**config.mk**
```make
export PLATFORM = sky130hd
export DESIGN_NAME = instr_fetch_unit
export DESIGN_NICKNAME = d
export VERILOG_FILES = /design/src/rtl/instr_fetch_unit.sv
export SDC_FILE = /design/constraint.sdc
export NUM_CORES = 1
export LEC_CHECK = 0
export ABC_AREA = 1
export BUFFER_PORTS_ARGS = -buffer_cell sky130_fd_sc_hd__buf_2
export CAP_MARGIN = 20
export CORE_MARGIN = 5
export CORE_UTILIZATION = 54
export DETAILED_ROUTE_END_ITERATION = 6
export PLACE_DENSITY = 0.88
export SYNTH_ARGS = -nofsm -noshare
export SYNTH_HDL_FRONTEND = slang
export SYNTH_SLANG_ARGS = --single-unit
```
**constraint.sdc**
```tcl
create_clock -name clk -period 2.7 [get_ports clk]
set_input_delay 0 -clock clk [delete_from_list [all_inputs] [get_ports clk]]
set_output_delay 0 -clock clk [all_outputs]
set_load 0.01 [all_outputs]
```
**src/rtl/instr_fetch_unit.sv**
```systemverilog
// Instruction fetch stage: owns the PC, drives a 1-cycle synchronous imem, presents instructions valid/ready.
// Issue-to-valid latency 2 cycles; a stalled output with a read in flight holds issue, return lands in a 1-entry skid.
module instr_fetch_unit #(
  parameter logic [31:0] RESET_PC = 32'h0000_0000,
  parameter int          IMEM_AW  = 10
) (
  input  logic               clk,
  input  logic               rst,
  input  logic               halt,
  input  logic               redirect_valid,
  input  logic [31:0]        redirect_target,
  output logic               imem_en,
  output logic [IMEM_AW-1:0] imem_addr,
  input  logic [31:0]        imem_rdata,
  output logic               instr_valid,
  input  logic               instr_ready,
  output logic [31:0]        instr,
  output logic [31:0]        instr_pc,
  output logic [31:0]        pc_plus4
);

  logic [31:0] pc;
  logic        inflight;
  logic [31:0] inflight_pc;
  logic        skid_valid;
  logic [31:0] skid_dat;
  logic [31:0] skid_pc;
  logic        issue;
  logic        consume;

  // A stalled output with a read already outstanding leaves exactly one free slot (the skid),
  // so no further read may be issued until the datapath drains.
  assign issue = !rst && !halt && !redirect_valid && !skid_valid &&
                 !(instr_valid && !instr_ready && inflight);
  assign consume   = instr_valid && instr_ready;
  assign imem_en   = issue;
  assign imem_addr = rst ? '0 : pc[IMEM_AW+1:2];
  assign pc_plus4  = instr_pc + 32'd4;

  always_ff @(posedge clk) begin
    if (rst) begin
      pc          <= RESET_PC;
      inflight    <= 1'b0;
      inflight_pc <= '0;
      skid_valid  <= 1'b0;
      skid_dat    <= '0;
      skid_pc     <= '0;
      instr_valid <= 1'b0;
      instr       <= '0;
      instr_pc    <= '0;
    end else if (redirect_valid) begin
      // Flush wins over any handshake or returning read this cycle.
      pc          <= redirect_target & ~32'd3;
      inflight    <= 1'b0;
      skid_valid  <= 1'b0;
      instr_valid <= 1'b0;
    end else begin
      inflight <= issue;
      if (issue) begin
        pc          <= pc + 32'd4;
        inflight_pc <= pc;
      end

      if (consume && skid_valid) begin
        instr_valid <= 1'b1;
        instr       <= skid_dat;
        instr_pc    <= skid_pc;
        skid_valid  <= inflight;
        if (inflight) begin
          skid_dat <= imem_rdata;
          skid_pc  <= inflight_pc;
        end
      end else if (consume || !instr_valid) begin
        instr_valid <= inflight;
        if (inflight) begin
          instr    <= imem_rdata;
          instr_pc <= inflight_pc;
        end
      end else if (inflight) begin
        skid_valid <= 1'b1;
        skid_dat   <= imem_rdata;
        skid_pc    <= inflight_pc;
      end
    end
  end

endmodule
```
==> impl_metrics.env, run 1 <==
export IMPL_ios=177
export IMPL_grt_pass1_vias=8437
export IMPL_via_count=9438
export IMPL_worstPathMaxFanout=50
export IMPL_cts_root_buf="clkbuf_16"
export IMPL_fill_cells=1349
export IMPL_ys_seq_area_share_pct=40.7
export IMPL_cp_cell_sequence="inv_1 -> o211ai_4 -> inv_2 -> nor2_1 -> nor2_1"
export IMPL_final_period_utilization_pct=84.6
export IMPL_netlist_area_mm2=0.00921
export IMPL_tightestPinTransition_ps=1090
export IMPL_synth_area_per_cell_um2=6.72
export IMPL_hold_buffers=63
export IMPL_drc_errors=0
export IMPL_ys_warnings_count=0
export IMPL_clockBufferDepth=2
export IMPL_ys_flop_type="dfxtp_1"
export IMPL_worst_setup_path_start_kind="register"
export IMPL_cpMaxStageDelayCell="o211ai_4"
export IMPL_antenna_left=0
export IMPL_antenna_found_initial=0
export IMPL_grt_pass1_wl_um=39700
export IMPL_drv_cap=0
export IMPL_layout_common_cells="nand2_1 (243), nor2_1 (204), dfxtp_1 (187)"
export IMPL_track_usage_pct=23.8
export IMPL_fin_skew_ps=11.4
export IMPL_firstDrtPassIters=5
export IMPL_critPathMaxStageDelay_ps=630
export IMPL_wl_per_cell_um=13.4
export IMPL_clk_pin_slew_worst_paths_ps=70
export IMPL_die_h_um=141
export IMPL_numCtsBuffers=17
export IMPL_drive_above_1_share_pct=15.7
export IMPL_cts_htree_levels=4
export IMPL_start_util_pct=55.3
export IMPL_endpoint_kind="register"
export IMPL_dp_hpwl_um=16400
export IMPL_drt_iter0_markers=849
export IMPL_grt_overflow_total=0
export IMPL_coreArea_mm2=0.0166
export IMPL_ys_ff_latch=187
export IMPL_max_slew_margin_rel_pct=27.3
export IMPL_finalCriticalPeriod_ps=2290
export IMPL_final_nets=1630
export IMPL_port_buffers=170
export IMPL_slew_violations=0
export IMPL_setup_tns_ps=0
export IMPL_gp_congestion=0.917
export IMPL_crit_buf_inv=2
export IMPL_die_width_um=141
export IMPL_ys_types=34
export IMPL_vdd_drop_max_v=0.000450
export IMPL_cp_common_cell="nor2_1"
export IMPL_leakagePower_nw=4.98
export IMPL_multiInputGateArea_mm2=0.00446
export IMPL_clock_latency_ps=430
export IMPL_hold_viol_final=0
export IMPL_status="completed"
export IMPL_hold_class="primary input to register"
export IMPL_power_density_mw_per_mm2=522
export IMPL_synth_edf_count=0
export IMPL_fmaxAchievable_mhz=438
export IMPL_p_total_mw=5.92
export IMPL_finalSetupViolCount=0
export IMPL_rsz0062_at_grt="no"
export IMPL_path_class="register to register"
export IMPL_crit_family="buffers and inverters"
export IMPL_whs_ps=7.85
export IMPL_wirelength_um=24100
export IMPL_cts_sinks=187
export IMPL_final_util_pct=68.1
export IMPL_cts_tree="built"
export IMPL_crit_arrival_ps=2600
export IMPL_required_ps=3010
export IMPL_final_common_cell="nand2_1"
export IMPL_area_growth_pct=23.1
export IMPL_grt_max_degree=125
export IMPL_synthCells=1371
export IMPL_cts_resized=0
export IMPL_async_reset_ff_share_pct=0
export IMPL_post_cts_buffers=0
export IMPL_dieArea_mm2=0.0198
export IMPL_rows=47
export IMPL_regArea_mm2=0.00374
export IMPL_via_per_inst=5.26
==> path summary, 6_finish.rpt <==
kind	startpoint	end	slack, ps	cells past startpoint
setup / recovery	instr_valid$_SDFFE_PP0P_	instr[2]$_SDFFE_PP0P_	410	5
hold / removal	rst	pc[31]$_SDFFE_PP0P_	8	2
setup reg to reg	instr_valid$_SDFFE_PP0P_	instr[2]$_SDFFE_PP0P_	410	5
hold reg to reg	skid_pc[19]$_SDFFE_PP0P_	skid_pc[19]$_SDFFE_PP0P_	440	2
==> logic make-up after synthesis <==
kind of cell             share of synthesized area, %
XOR/XNOR                                         2.76
other                                          0.0407
adder cells (fa/ha/maj)                         0.272
flip-flops                                       40.7
AND/OR/NAND/NOR                                  27.3
buffers and inverters                            11.2
AO/OA/AOI/OAI                                    17.7
==> power by group <==
part           leakage, nW  internal (mW)  total, mW  switching, mW
combinational         3.19          0.275      0.628          0.353
sequential            1.52           2.84       2.93         0.0881
clock                0.271           1.21       2.36           1.15
==> synth_stat cells, types with 4 or more instances <==
cell,n,share of area [%]
inv_2,5,0.20
xnor2_1,4,0.38
xor2_1,25,2.4
nor3_1,28,1.5
nor2_4,6,0.73
nand3_2,6,0.65
nor2_1,204,8.3
nand3_1,68,3.7
buf_4,14,1.1
dfxtp_1,187,41
nand2_2,4,0.27
nor2_2,7,0.48
o21ai_1,69,3.8
inv_1,164,6.7
clkbuf_1,29,1.2
nand3b_1,10,0.82
o21ai_0,139,7.6
a21oi_1,91,4.9
buf_2,37,2.0
a211oi_1,9,0.73
nand4_1,6,0.41
nand2_1,243,9.9
==> sequential cells by signal, indices dropped and copies added (netlist names) <==
| register | count |
|---|---|
| skid_valid | 1 |
| instr | 32 |
| skid_pc | 30 |
| instr_valid | 1 |
| inflight_pc | 30 |
| pc | 30 |
| inflight | 1 |
| instr_pc | 30 |
| skid_dat | 32 |
==> through the flow <==
step | cell area (um2) | std cells | worst slack, ps
final | 11300 | 1793 | 415
after global routing | 11300 | 1792 | 245
after CTS | 11300 | 1792 | 478
after detailed placement | 10100 | 1697 | 482
after global placement | 10100 | 1697 | 572
after floorplan | 9220 | 1374 | 1230
==> final cells by class <==
| cell class | instances | share of cell area (%) |
|---|---|---|
| clock buffers | 17 | 3.75 |
| flip-flops and latches | 187 | 33.0 |
| inverters | 169 | 5.61 |
| multi-input cells | 938 | 39.4 |
| clock inverters | 15 | 1.17 |
| repair buffers | 246 | 14.6 |
| well taps | 220 | 2.43 |
| diodes | 1 | 0.0221 |
==> metal layers <==
metal / wire length [um] / global-route usage, % / share of wire, % / up-vias
met3: 1750 / 4.06 / 7.3 / 59
met5: 0 / 0 / 0 / -
li1: - / - / - / 4774
met1: 10700 / 32.0 / 45 / 4217
met2: 11000 / 38.6 / 46 / 388
met4: 639 / 8.67 / 2.7 / 0
(Power assumes the default switching activity.)
==> inputs of run 2 (changes only) <==
clock period = 2.25 ns   (was 2.7 ns; I/O delays follow)
==> run 2 against run 1 <==
Effect of this change:
- global-route usage down 0.38 points
- first-iteration DRC count up 0.71%
- critical path type is now register to output pin
- sequential power up 20%
- clock-buffer cell count unchanged
- largest cell class unchanged
==> impl_metrics.env, run 2 (same netlist as run 1, synthesis figures left out) <==
export IMPL_firstDrtPassIters=6
export IMPL_rows=47
export IMPL_cp_cell_sequence="nand2_1 -> nor2_1 -> nand3_1 -> nor3b_1 -> nand2_1 -> nand2_1 -> nand2_1 -> buf_2"
export IMPL_place_area_mm2=0.0101
export IMPL_crit_arrival_ps=2100
export IMPL_wirelength_um=23800
export IMPL_slew_violations=0
export IMPL_finalSetupViolCount=0
export IMPL_required_ps=2250
export IMPL_antenna_found_initial=0
export IMPL_grt_overflow_total=0
export IMPL_gp_congestion=0.902
export IMPL_vdd_drop_max_v=0.000577
export IMPL_drive_above_1_share_pct=16.0
export IMPL_final_common_cell="nand2_1"
export IMPL_hold_class="primary input to register"
export IMPL_diodes=0
export IMPL_p_int_mw=5.22
export IMPL_path_class="register to output pin"
export IMPL_die_width_um=141
export IMPL_grt_max_degree=125
export IMPL_dieArea_mm2=0.0198
export IMPL_via_per_inst=5.16
export IMPL_biggestRegsByFlops="instr: 32 flops, skid_dat: 32 flops"
export IMPL_fmaxAchievable_mhz=477
export IMPL_final_nets=1631
export IMPL_clk_pin_slew_worst_paths_ps=70
export IMPL_clockBufferDepth=2
export IMPL_final_period_utilization_pct=93.2
export IMPL_drv_cap=0
export IMPL_via_count=9249
export IMPL_rr_worst_depth=6
export IMPL_cpMaxStageDelayCell="dfxtp_1"
export IMPL_fin_area_mm2=0.0114
export IMPL_port_buffers=170
export IMPL_cts_root_buf="clkbuf_16"
export IMPL_leakagePower_nw=5.00
export IMPL_critPathMaxStageDelay_ps=470
export IMPL_fin_skew_ps=7.70
export IMPL_drt_iter0_markers=855
export IMPL_dp_hpwl_um=15900
export IMPL_pwr_share_clk_pct=40.6
export IMPL_start_util_pct=55.3
export IMPL_grt_pass1_vias=8182
export IMPL_worstReg2RegStart="instr_valid$_SDFFE_PP0P_"
export IMPL_combPwrFrac_pct=10.5
export IMPL_cts_sinks=187
export IMPL_tightestPinTransition_ps=956
export IMPL_reg2reg_to="instr[5]$_SDFFE_PP0P_"
export IMPL_rrSetupSlack_ps=420
export IMPL_status="completed"
export IMPL_antenna_left=0
export IMPL_fin_cells=1793
export IMPL_cts_htree_levels=4
export IMPL_hold_viol_final=0
export IMPL_switching_share_pct=27.2
export IMPL_max_slew_margin_rel_pct=36.2
export IMPL_track_usage_pct=23.4
export IMPL_grt_pass1_wl_um=39000
export IMPL_drc_errors=0
export IMPL_power_density_mw_per_mm2=631
export IMPL_coreArea_mm2=0.0166
export IMPL_setup_tns_ps=0
export IMPL_cp_endpoint="pc_plus4[31]"
export IMPL_p_sw_mw=1.95
export IMPL_startpoint="instr_pc[16]$_SDFFE_PP0P_"
export IMPL_wl_per_cell_um=13.3
export IMPL_area_growth_pct=23.5
export IMPL_worst_setup_path_start_kind="register"
export IMPL_finalCriticalPeriod_ps=2100
export IMPL_pwr_share_seq_pct=49.0
export IMPL_fill_cells=1379
export IMPL_die_h_um=141
export IMPL_ios=177
export IMPL_cp_common_cell="nand2_1"
export IMPL_layout_common_cells="nand2_1 (243), nor2_1 (204), dfxtp_1 (185)"
export IMPL_endpoint_kind="output pin"
export IMPL_cts_tree="built"
export IMPL_worstPathMaxFanout=7
export IMPL_dp_cells=1695
export IMPL_numCtsBuffers=17
export IMPL_clock_latency_ps=430
## run 2: how the worst min path moves through the flow
stage,from,endpoint,slack (ps),depth (start not counted)
after floorplan,redirect_valid,instr_valid$_SDFFE_PP0P_,150,3
after global routing,instr_ready,instr_valid$_SDFFE_PP0P_,60,6
after detailed placement,redirect_target[2],pc[2]$_SDFFE_PP0P_,280,3
after CTS,instr_ready,instr_valid$_SDFFE_PP0P_,6,6
after global placement,redirect_target[2],pc[2]$_SDFFE_PP0P_,270,3
final,instr_ready,instr_valid$_SDFFE_PP0P_,20,6
## run 2: final cells by class
cell class	count	area, um2	share of cell area (%)
Clock inverter	15	153	1.34
Clock buffer	17	425	3.74
Sequential cell	187	3750	32.9
Tap cell	220	275	2.42
Inverter	169	636	5.59
Multi-Input combinational cell	938	4480	39.3
Timing Repair Buffer	247	1660	14.6
## run 2: power by group through the flow
stage	Clock, mW	Combinational, mW	Sequential, mW
finish	2.91	0.751	3.51
global placement	0	0.635	3.58
floorplan	0	0.418	3.58
global route	3.10	0.846	3.53
CTS	2.95	0.744	3.51
detailed placement	0	0.653	3.59
## run 2: what timing repair did
action	CTS	global route
endpoints found under the setup margin	0	3
hold buffers	64	0
resized for setup	0	5
setup buffers	0	2
endpoints found under the hold margin	96	0
## run 2: worst max-delay path, delay by kind of cell, from the launching register on
family | cells | cell delay (ps)
flops | 1 | 470
simple gates | 7 | 1060
buf+inv | 1 | 130
## run 2: per-layer routing
layer	track usage [%]	vias to the layer above	wire (um)	share of wire (%)
li1	-	4759	-	-
met1	32.4	4112	10600	45
met2	36.7	333	10900	46
met3	4.44	45	1760	7.4
met4	8.26	0	500	2.1
met5	0	-	0	0
## run 2: through the flow
step / worst slack [ps] / utilization [%] / hold slack, ps / power [mW]
floorplan: 781 / - / 149 / 4.00
global placement: 523 / 60.8 / 274 / 4.22
detailed placement: 483 / 60.8 / 285 / 4.24
CTS: 62.0 / 68.2 / 6.20 / 7.20
global route: -45.9 / 68.3 / 57.3 / 7.48
finish: 154 / 68.3 / 17.3 / 7.17
==> inputs of run 3 (changes only) <==
CORE_UTILIZATION = 30   (was 54)
PLACE_DENSITY = 0.59   (was 0.88)
==> run 3 against run 2 <==
Effect of this change:
- maximum frequency shrank 0.73%
- global-route usage shrank 8.8 points
- final area grew 2.3%
- setup slack lost 15 ps
- total power grew 3.7%
- largest cell class unchanged
- die area grew 74%
- largest power group unchanged
- first-iteration DRC count shrank 32%
- worst hold slack gained 6.4 ps
- critical endpoint is now pc_plus4[22]
- clock power grew 8.9%
- sequential share of layout area shrank 0.76 points
- highest routed layer unchanged
- non-clock buffer count is the same
- sequential power is essentially flat
==> impl_metrics.env, run 3 (same netlist as run 1, synthesis figures left out) <==
export IMPL_status="completed"
export IMPL_final_util_pct=38.2
export IMPL_fin_cells=1970
export IMPL_area_growth_pct=26.4
export IMPL_die_h_um=185
export IMPL_leakagePower_nw=5.02
export IMPL_wirelength_um=25400
export IMPL_max_slew_margin_rel_pct=36.6
export IMPL_setup_tns_ps=0
export IMPL_die_width_um=185
export IMPL_drive_above_1_share_pct=16.0
export IMPL_antenna_left=0
export IMPL_grt_pass1_wl_um=41400
export IMPL_via_per_inst=4.52
export IMPL_reg2reg_to="skid_dat[4]$_SDFFE_PP0P_"
export IMPL_wl_per_cell_um=12.9
export IMPL_path_class="register to output pin"
export IMPL_crit_family="simple AND/OR/NAND/NOR gates"
export IMPL_cts_tree="built"
export IMPL_crit_buf_inv=1
export IMPL_finalSetupViolCount=0
export IMPL_firstDrtPassIters=5
export IMPL_cp_endpoint="pc_plus4[22]"
export IMPL_final_period_utilization_pct=93.9
export IMPL_cpMaxStageDelayCell="dfxtp_1"
export IMPL_biggestRegsByFlops="instr: 32 flops, skid_dat: 32 flops"
export IMPL_final_nets=1631
export IMPL_cp_common_cell="nand2_1"
export IMPL_antenna_found_initial=1
export IMPL_start_util_pct=30.3
export IMPL_finalCriticalPeriod_ps=2110
export IMPL_final_common_cell="nand2_1"
export IMPL_cts_sinks=187
export IMPL_worst_setup_path_start_kind="register"
export IMPL_gp_congestion=0.877
export IMPL_fin_area_mm2=0.0116
export IMPL_grt_overflow_total=0
export IMPL_drc_errors=0
export IMPL_grt_max_degree=125
export IMPL_cp_depth=8
export IMPL_ios=177
export IMPL_rows=64
export IMPL_via_count=8898
export IMPL_coreArea_mm2=0.0304
export IMPL_endpoint_kind="output pin"
export IMPL_fmaxAchievable_mhz=474
export IMPL_startpoint="instr_pc[2]$_SDFFE_PP0P_"
export IMPL_cp_cell_sequence="ha_2 -> nand2_1 -> nor3_4 -> nand3_2 -> nor2_2 -> nand2_1 -> xor2_1 -> buf_2"
export IMPL_fill_cells=3306
export IMPL_rrSetupSlack_ps=420
export IMPL_vdd_drop_max_v=0.000541
export IMPL_tightestPinTransition_ps=951
export IMPL_crit_arrival_ps=2110
export IMPL_slew_violations=0
export IMPL_drv_cap=0
export IMPL_fin_skew_ps=10.7
export IMPL_grt_pass1_vias=8197
export IMPL_worstPathMaxFanout=4
export IMPL_port_buffers=170
export IMPL_required_ps=2250
export IMPL_numCtsBuffers=17
export IMPL_track_usage_pct=14.6
export IMPL_hold_class="primary input to register"
export IMPL_cts_root_buf="clkbuf_16"
export IMPL_hold_viol_final=0
export IMPL_place_area_mm2=0.0104
export IMPL_cts_htree_levels=4
export IMPL_critPathMaxStageDelay_ps=390
export IMPL_rr_worst_depth=6
export IMPL_whs_ps=23.7
export IMPL_p_total_mw=7.44
export IMPL_layout_common_cells="nand2_1 (243), nor2_1 (204), dfxtp_1 (187)"
export IMPL_setup_ws_ps=138
export IMPL_dp_hpwl_um=17900
export IMPL_clock_latency_ps=430
export IMPL_drt_iter0_markers=582
export IMPL_clockBufferDepth=2
export IMPL_place_ws_ps=421
export IMPL_power_density_mw_per_mm2=639
export IMPL_dieArea_mm2=0.0343
export IMPL_clk_pin_slew_worst_paths_ps=80
export IMPL_worstReg2RegStart="instr_valid$_SDFFE_PP0P_"
export IMPL_dp_cells=1872
## run 3: what timing repair did
action                                 CTS  global route
endpoints found under the hold margin   94             0
setup endpoints to repair                0             5
gates resized for setup                  0             3
buffers inserted                         0             2
hold buffers                            63             0
## run 3: where the power goes
part	internal (mW)	switching (mW)
combinational	0.328	0.421
clock	1.81	1.36
sequential	3.41	0.104
total	5.55	1.89
## run 3: worst min path at each step
stage | depth (start not counted) | startpoint | end
floorplan | 3 | redirect_valid | instr_valid$_SDFFE_PP0P_
global placement | 3 | imem_rdata[16] | skid_dat[16]$_SDFFE_PP0P_
detailed placement | 3 | imem_rdata[16] | skid_dat[16]$_SDFFE_PP0P_
CTS | 7 | redirect_target[18] | pc[18]$_SDFFE_PP0P_
global route | 7 | redirect_target[31] | pc[31]$_SDFFE_PP0P_
finish | 7 | redirect_target[18] | pc[18]$_SDFFE_PP0P_
## run 3: cell type report
type | instances | area (um2) | area share [%]
multi-input combinational | 938 | 4480 | 38.5
tap | 396 | 495 | 4.26
timing repair buffer | 247 | 1660 | 14.3
sequential | 187 | 3740 | 32.2
clock buffer | 18 | 439 | 3.77
antenna | 1 | 2.50 | 0.0215
clock inverter | 14 | 184 | 1.58
inverter | 169 | 636 | 5.46
## run 3: layer usage
metal  GRT usage (%)  share of wire [%]  up-vias
li1                -                  -     4752
met5               0                  0        -
met4            4.37                1.7        0
met1            21.0                 50     3878
met3            2.63                5.7       28
met2            22.3                 43      240
## run 3: worst reg2reg max path, delay by kind of cell (launching register included)
family	cells	cell delay, ps
buffers and inverters	1	290
AND/OR/NAND/NOR	2	500
AO/OA/AOI/OAI	3	470
flip-flops	1	450
